===== src/rtl/mult_seq_param_if.sv =====
// Operand/result bundle for the sequential multiplier: requester drives start and
// operands, the multiplier answers with busy, a one-cycle done pulse and the product.
interface mult_seq_param_if #(
  parameter int WIDTH = 8
);
  logic               start;
  logic               signed_mode;
  logic [WIDTH-1:0]   a;
  logic [WIDTH-1:0]   b;
  logic               busy;
  logic               done;
  logic [2*WIDTH-1:0] product;

  // start is honoured only on an edge where busy is low; done is high for exactly
  // one cycle and product is valid from that cycle until the next done.
  modport master (
    output start, signed_mode, a, b,
    input  busy, done, product
  );

  modport slave (
    input  start, signed_mode, a, b,
    output busy, done, product
  );
endinterface


===== src/rtl/mult_seq_param.sv =====
// Shift-add multiplier retiring one multiplier bit per clock; signed mode works on
// magnitudes and negates the accumulated result when the operand signs differ.
module mult_seq_param #(
  parameter int WIDTH = 8
) (
  input  logic                clk,
  input  logic                rst_n,
  mult_seq_param_if.slave     bus,
  output logic [1:0]          o_state
);
  localparam int PW = 2 * WIDTH;
  localparam int CW = $clog2(WIDTH + 1);

  typedef enum logic [1:0] {
    S_IDLE   = 2'd0,
    S_RUN    = 2'd1,
    S_FINISH = 2'd2
  } state_t;

  state_t           r_state;
  state_t           w_next;
  logic [PW-1:0]    r_acc;
  logic [PW-1:0]    r_mcand;
  logic [PW-1:0]    r_product;
  logic [WIDTH-1:0] r_mplier;
  logic [CW-1:0]    r_cnt;
  logic             r_neg;
  logic             r_done;
  logic [WIDTH-1:0] w_mag_a;
  logic [WIDTH-1:0] w_mag_b;

  // -2^(WIDTH-1) negates to itself, which read unsigned is exactly its magnitude.
  assign w_mag_a = (bus.signed_mode && bus.a[WIDTH-1]) ? -bus.a : bus.a;
  assign w_mag_b = (bus.signed_mode && bus.b[WIDTH-1]) ? -bus.b : bus.b;

  always_comb begin
    w_next = r_state;
    case (r_state)
      S_IDLE:   if (bus.start) w_next = S_RUN;
      S_RUN:    if (r_cnt == CW'(1)) w_next = S_FINISH;
      S_FINISH: w_next = S_IDLE;
      default:  w_next = S_IDLE;
    endcase
  end

  always_ff @(posedge clk or negedge rst_n) begin
    if (!rst_n) begin
      r_state   <= S_IDLE;
      r_acc     <= '0;
      r_mcand   <= '0;
      r_mplier  <= '0;
      r_cnt     <= '0;
      r_neg     <= 1'b0;
      r_done    <= 1'b0;
      r_product <= '0;
    end else begin
      r_state <= w_next;
      r_done  <= 1'b0;
      case (r_state)
        S_IDLE: begin
          if (bus.start) begin
            r_mcand  <= {{WIDTH{1'b0}}, w_mag_a};
            r_mplier <= w_mag_b;
            r_neg    <= bus.signed_mode & (bus.a[WIDTH-1] ^ bus.b[WIDTH-1]);
            r_acc    <= '0;
            r_cnt    <= CW'(WIDTH);
          end
        end
        S_RUN: begin
          if (r_mplier[0]) r_acc <= r_acc + r_mcand;
          r_mcand  <= r_mcand << 1;
          r_mplier <= r_mplier >> 1;
          r_cnt    <= r_cnt - CW'(1);
        end
        S_FINISH: begin
          r_product <= r_neg ? -r_acc : r_acc;
          r_done    <= 1'b1;
        end
        default: ;
      endcase
    end
  end

  assign bus.busy    = (r_state != S_IDLE);
  assign bus.done    = r_done;
  assign bus.product = r_product;
  assign o_state     = r_state;
endmodule


===== src/flat_wrapper.sv =====
// flat-port wrapper written by rule: the top's interface ports become plain ports
module mult_seq_param_flat 
#(
  parameter int WIDTH = 8
)
  (clk, rst_n, o_state, bus_start, bus_signed_mode, bus_a, bus_b, bus_busy, bus_done, bus_product);
  mult_seq_param_if #(.WIDTH(WIDTH)) bus_i ();
  input  logic clk;
  input  logic rst_n;
  output logic [1:0] o_state;
  input wire logic [$bits(bus_i.start)-1:0] bus_start;
  input wire logic [$bits(bus_i.signed_mode)-1:0] bus_signed_mode;
  input wire logic [$bits(bus_i.a)-1:0] bus_a;
  input wire logic [$bits(bus_i.b)-1:0] bus_b;
  output wire logic [$bits(bus_i.busy)-1:0] bus_busy;
  output wire logic [$bits(bus_i.done)-1:0] bus_done;
  output wire logic [$bits(bus_i.product)-1:0] bus_product;
  assign bus_i.start = bus_start;
  assign bus_i.signed_mode = bus_signed_mode;
  assign bus_i.a = bus_a;
  assign bus_i.b = bus_b;
  assign bus_busy = bus_i.busy;
  assign bus_done = bus_i.done;
  assign bus_product = bus_i.product;
  mult_seq_param #(.WIDTH(WIDTH)) u_core (.clk(clk), .rst_n(rst_n), .bus(bus_i), .o_state(o_state));
endmodule

===== config.mk =====
export PLATFORM = sky130hd
export DESIGN_NAME = mult_seq_param_flat
export DESIGN_NICKNAME = d
export VERILOG_FILES = /design/src/rtl/mult_seq_param_if.sv /design/src/rtl/mult_seq_param.sv /design/src/flat_wrapper.sv
export SDC_FILE = /design/constraint.sdc
export NUM_CORES = 1
export LEC_CHECK = 0
export CAP_MARGIN = 5
export CORE_MARGIN = 10
export CORE_UTILIZATION = 55
export DETAILED_ROUTE_END_ITERATION = 8
export PLACE_DENSITY_LB_ADDON = 0.1
export SLEW_MARGIN = 10
export SYNTH_ARGS = -nofsm -noshare
export SYNTH_HDL_FRONTEND = slang
export SYNTH_SLANG_ARGS = --single-unit

===== constraint.sdc =====
create_clock -name clk -period 3.3 [get_ports clk]
set_input_delay 0.495 -clock clk [delete_from_list [all_inputs] [get_ports clk]]
set_output_delay 0.495 -clock clk [all_outputs]
set_load 0.1 [all_outputs]

Yosys cells after proc, flatten, opt, wreduce, memory -nomap -nowiden
Index checks and enable logic that the tools add are counted.
{"block": "totals", "reg_bits": 64, "input_bits": 20, "output_inout_bits": 20, "word_cells": 46}
{"block": "classes", "add_sub_neg": 5, "eq_ne": 6, "mux": 16, "n_bitwise": 2, "reduce_logical": 9}
{"op": "16-bit 2-to-1 mux", "n": 4}
{"op": "16-bit case mux with 2 select lines", "n": 2}
{"op": "8-bit 2-to-1 mux", "n": 3}
{"op": "16-bit adder", "n": 1}
{"op": "16-bit negation", "n": 1}
{"op": "8-bit negation", "n": 2}
{"op": "8-bit case mux with 2 select lines", "n": 1}
{"op": "4-bit case mux with 2 select lines", "n": 1}
{"op": "2-bit AND reduction", "n": 3}
{"op": "4-bit by 1-bit equality test with 1-bit output (second input constant)", "n": 1}
{"op": "2-bit 2-to-1 mux", "n": 2}
{"op": "4-bit 2-to-1 mux", "n": 1}
{"op": "2-bit by 1-bit != test with 1-bit output (second input constant)", "n": 2}
{"op": "2-bit case mux with 2 select lines", "n": 1}
{"op": "2-bit nonzero test", "n": 2}
{"op": "4-bit by 1-bit subtractor with 4-bit output (second input constant)", "n": 1}
{"op": "3-bit AND reduction", "n": 1}
{"op": "2-bit by 1-bit equality test with 1-bit output (second input constant)", "n": 1}
{"op": "2-bit equality test (second input constant)", "n": 1}
{"op": "1-bit logical AND", "n": 2}
{"op": "2-bit zero test", "n": 1}
{"op": "2-bit != test (second input constant)", "n": 1}
{"op": "1-bit bitwise AND", "n": 1}
{"op": "1-bit 2-to-1 mux", "n": 1}
{"op": "1-bit XOR", "n": 1}

Longest topological paths before layout
{"block": "depth", "ltp_word": 4, "ltp_mapped": 9, "depth_no_buf": 9}

Worst setup path before layout
OpenSTA, ideal clock, no wires.
{"block": "synth_timing", "kind": "register to register", "from": "register u_core.r_acc[0]", "to": "register u_core.r_acc[12]", "setup_time_ns": 0.122, "arrival_ns": 2.179, "slack_ns": 1.000, "stages_incl_launch_ff": 10, "path_buffers": 0, "synth_period_minus_slack_ns": 2.300, "cell_sequence": "dfrtp_1 -> ha_1 -> inv_1 -> fa_1 -> nor2b_1 -> o2111ai_1 -> a2111oi_2 -> o31a_1 -> o21ai_0 -> a32o_1"}
{"block": "synth_between", "elab_chain_len": 3}
{"element": "start, declared", "line": "mult_seq_param.sv:22", "text": "logic [PW-1:0] r_acc;"}
{"element": "start signal, assigned", "line": "mult_seq_param.sv:70", "text": "if (r_mplier[0]) r_acc <= r_acc + r_mcand;"}
{"element": "16-bit adder", "line": "mult_seq_param.sv:70"}
{"element": "16-bit 2-to-1 mux", "line": "mult_seq_param.sv:70"}
{"element": "16-bit case mux with 2 select lines", "line": "mult_seq_param.sv:59", "text": "case (r_state)"}
Every way passes these cells. The select of a mux whose other input is x is not followed.
A chain may end at the register's enable or synchronous reset.

Worst setup path after layout
Ends and elaborated chain as after synthesis.

==> impl_results.md <==
- Final Hold Fails: 0
- CP Capture Type: register
- Die H: 102 µm
- Layout cells sized above 1: 0.0595
- Fill cells: 568
- Syn_nets: 454
- Core Footprint: 6460 µm²
- Via count: 3063
- Multi-input gate area: 2000 µm²
- Outcome: finished clean
- Initial antenna violation count: 0
- Data arrival, critical path: 2.81 ns
- Yosys warns: 0
- Share of synthesized registers carrying an async set or reset: 1.00
- Global route total overflow: 0
- Clk root buf: clkbuf_8
- Final routed DRC violation total: 0
- WL/cell: 15.1 µm
- Nets: 492
- Setup Buffers After CTS: 0
- P_leak: 0.00195 µW
- Final instance area: 4340 µm²
- Number of gates resized after CTS: 0
- Most common cell after layout, fill and taps aside: nand2_1
- Setup TNS: 0 ns
- Max-slew violations: 0
- CTS tree: built
- Total track usage: 0.163
- Setup Viol. Count Final: 0
- Final Cycle Share: 0.782
- Initial Utilization: 0.576
- CTS Hold Buffers Added: 0
- Hold_ws: 0.323 ns
- Clock skew: 0.0108 ns
- Register bit count reported by yosys: 64
- Design Power: 4570 µW
- HP Class: primary input to async pin
- IO Port Bufs: 39
- Number of flops mapped to enable cells by yosys: 0
- Maxcap violations: 0
- TritonCTS Sinks: 64
- Sequential share of the synthesized area: 0.430
- IO Count: 40
- Worst skew pair latency: 0.34 ns
- First-pass GRT wire length: 13700 µm
- Row cnt: 29
- Syn-to-layout area delta: 16.7%
- CTS Buf Count: 9
- Die area: 10500 µm²
- Worst-Margin Slew: 1.04 ns
- Final Non-Filler Cells: 531
- Drt first pass iters: 4
- Diode count: 0
- Clk slew on worst S/H paths: 0.07 ns
- RSZ-0062 raised after global routing: false
- Syn Area/Cell: 9.01 µm²
- Post-synthesis cell area: 3720 µm²
- Die X: 102 µm
- Prevailing post-synth register cell: dfrtp_1
- WP data required: 3.53 ns
- Largest net degree at the start of global routing: 65
- Maximum VDD drop: 0.907 mV
- Max frequency: 388 MHz
- CP Launch Type: register
- Total length of routed wires: 8030 µm
- CTS H-tree depth: 3
- Cell count after synthesis: 413
- Storage cell area: 1600 µm²
- Vias in the first global route: 3083
- Vias per cell: 5.77
- Power per cell area: 1050 nW/µm²
- Min Tclk post-route: 2.58 ns
- DPL Wire Length: 5940 µm
- Antenna-violating nets left: 0
- CP max FO: 4
- Commonest cells after routing, fill and taps aside: nand2_1 (66), dfrtp_1 (64), o21ai_0 (49), clkdlybuf4s50_1 (35)
- CP Class: register to register
- Distinct cells, synth: 45
- Placed Area: 4170 µm²
- Headroom to the max-slew limit: 0.306
- Dpl cells: 517
- Iter 0 DRT Violations: 81
- Clock tree buffer depth: 2
- Final Wtd Congestion: 0.915
## path summary, 6_finish.rpt
path	start	end	slack [ns]	depth (start not counted)
max	u_core.r_acc[0]$_DFFE_PN0P_	u_core.r_acc[12]$_DFFE_PN0P_	0.72	9
min	rst_n	u_core.bus.product[3]$_DFFE_PN0P_	0.32	2
max reg2reg	u_core.r_acc[0]$_DFFE_PN0P_	u_core.r_acc[12]$_DFFE_PN0P_	0.72	9
min reg2reg	u_core.bus.product[5]$_DFFE_PN0P_	u_core.bus.product[5]$_DFFE_PN0P_	0.47	2
max in group asynchronous	rst_n	u_core.r_mcand[10]$_DFFE_PN0P_	2.46	2
min in group clk	u_core.bus.product[5]$_DFFE_PN0P_	u_core.bus.product[5]$_DFFE_PN0P_	0.47	2
## state kept, by name (all words and copies together) (netlist names)
| signal | cells |
|---|---|
| u_core.o_state | 2 |
| u_core.r_acc | 16 |
| u_core.r_mcand | 16 |
| u_core.r_cnt | 4 |
| u_core.bus.product | 16 |
| u_core.r_mplier | 8 |
| u_core.bus.done | 1 |
| u_core.r_neg | 1 |
## critical path, cell delays in order (launching register included)
cell and delay [ns]:
dfrtp_1 0.40, ha_1 0.20, inv_1 0.06, fa_1 0.40, nor2b_1 0.17, o2111ai_1 0.19
a2111oi_2 0.54, o31a_1 0.18, o21ai_0 0.07, a32o_1 0.25
## layer usage
layer | global-route usage | wire length [µm]
met1 | 0.189 | 3690
met2 | 0.284 | 3850
met3 | 0.0371 | 380
met4 | 0.0662 | 109
met5 | 0 | 0
## final cells by class
type	count	area share
Sequential cell	64	0.369
Multi-Input combinational cell	316	0.460
Clock buffer	14	0.0398
Inverter	16	0.0138
Tap cell	77	0.0222
Timing Repair Buffer	44	0.0957
## logic make-up (layout without fill, tap and decap cells)
group                      count (synthesis)  in the layout  share of synthesized area
AOI/OAI and AO/OA                        131            131                      0.219
xor gates and xnor gates                  33             33                     0.0777
adders and majority gates                 21             21                     0.0726
buffers and inverters                     33             74                     0.0333
DFF                                       64             64                      0.430
muxes                                      5              5                     0.0135
and+or+nand+nor                          126            126                      0.153
## synth_stat cells (all sizes together) (2+ instances only)
master	number	area, µm²
nand3	13	65.1
or4	3	30.0
and2	3	18.8
a21o	7	52.6
dfrtp	64	1600
ha	20	250
o21a	2	15.0
a21oi	17	85.1
or3	5	31.3
nand2	66	248
clkbuf	15	56.3
buf	2	7.51
inv	16	60.1
a211oi	5	37.5
a22o	2	17.5
nor3b	2	15.0
nor2	18	67.6
xnor2	13	114
mux2i	5	50.1
o2111ai	2	17.5
a22oi	13	97.6
a31oi	5	37.5
nor3	7	35.0
nor2b	2	12.5
o211ai	2	15.0
xor2	20	175
a2111oi	2	23.8
o21bai	2	15.0
o21ai	62	310
nand2b	4	25.0
o31ai	6	55.1
## power by group
group          internal [µW]  switching [µW]
combinational            864            1690
sequential              1100             306
clock                    327             276
## through the flow
step	setup WS, ns	utilization
global route	0.542	0.672
global placement	0.816	0.645
finish	0.720	0.672
detailed placement	0.749	0.645
CTS	0.736	0.672
floorplan	1.00	-
Power figures use the tool's default switching activity.
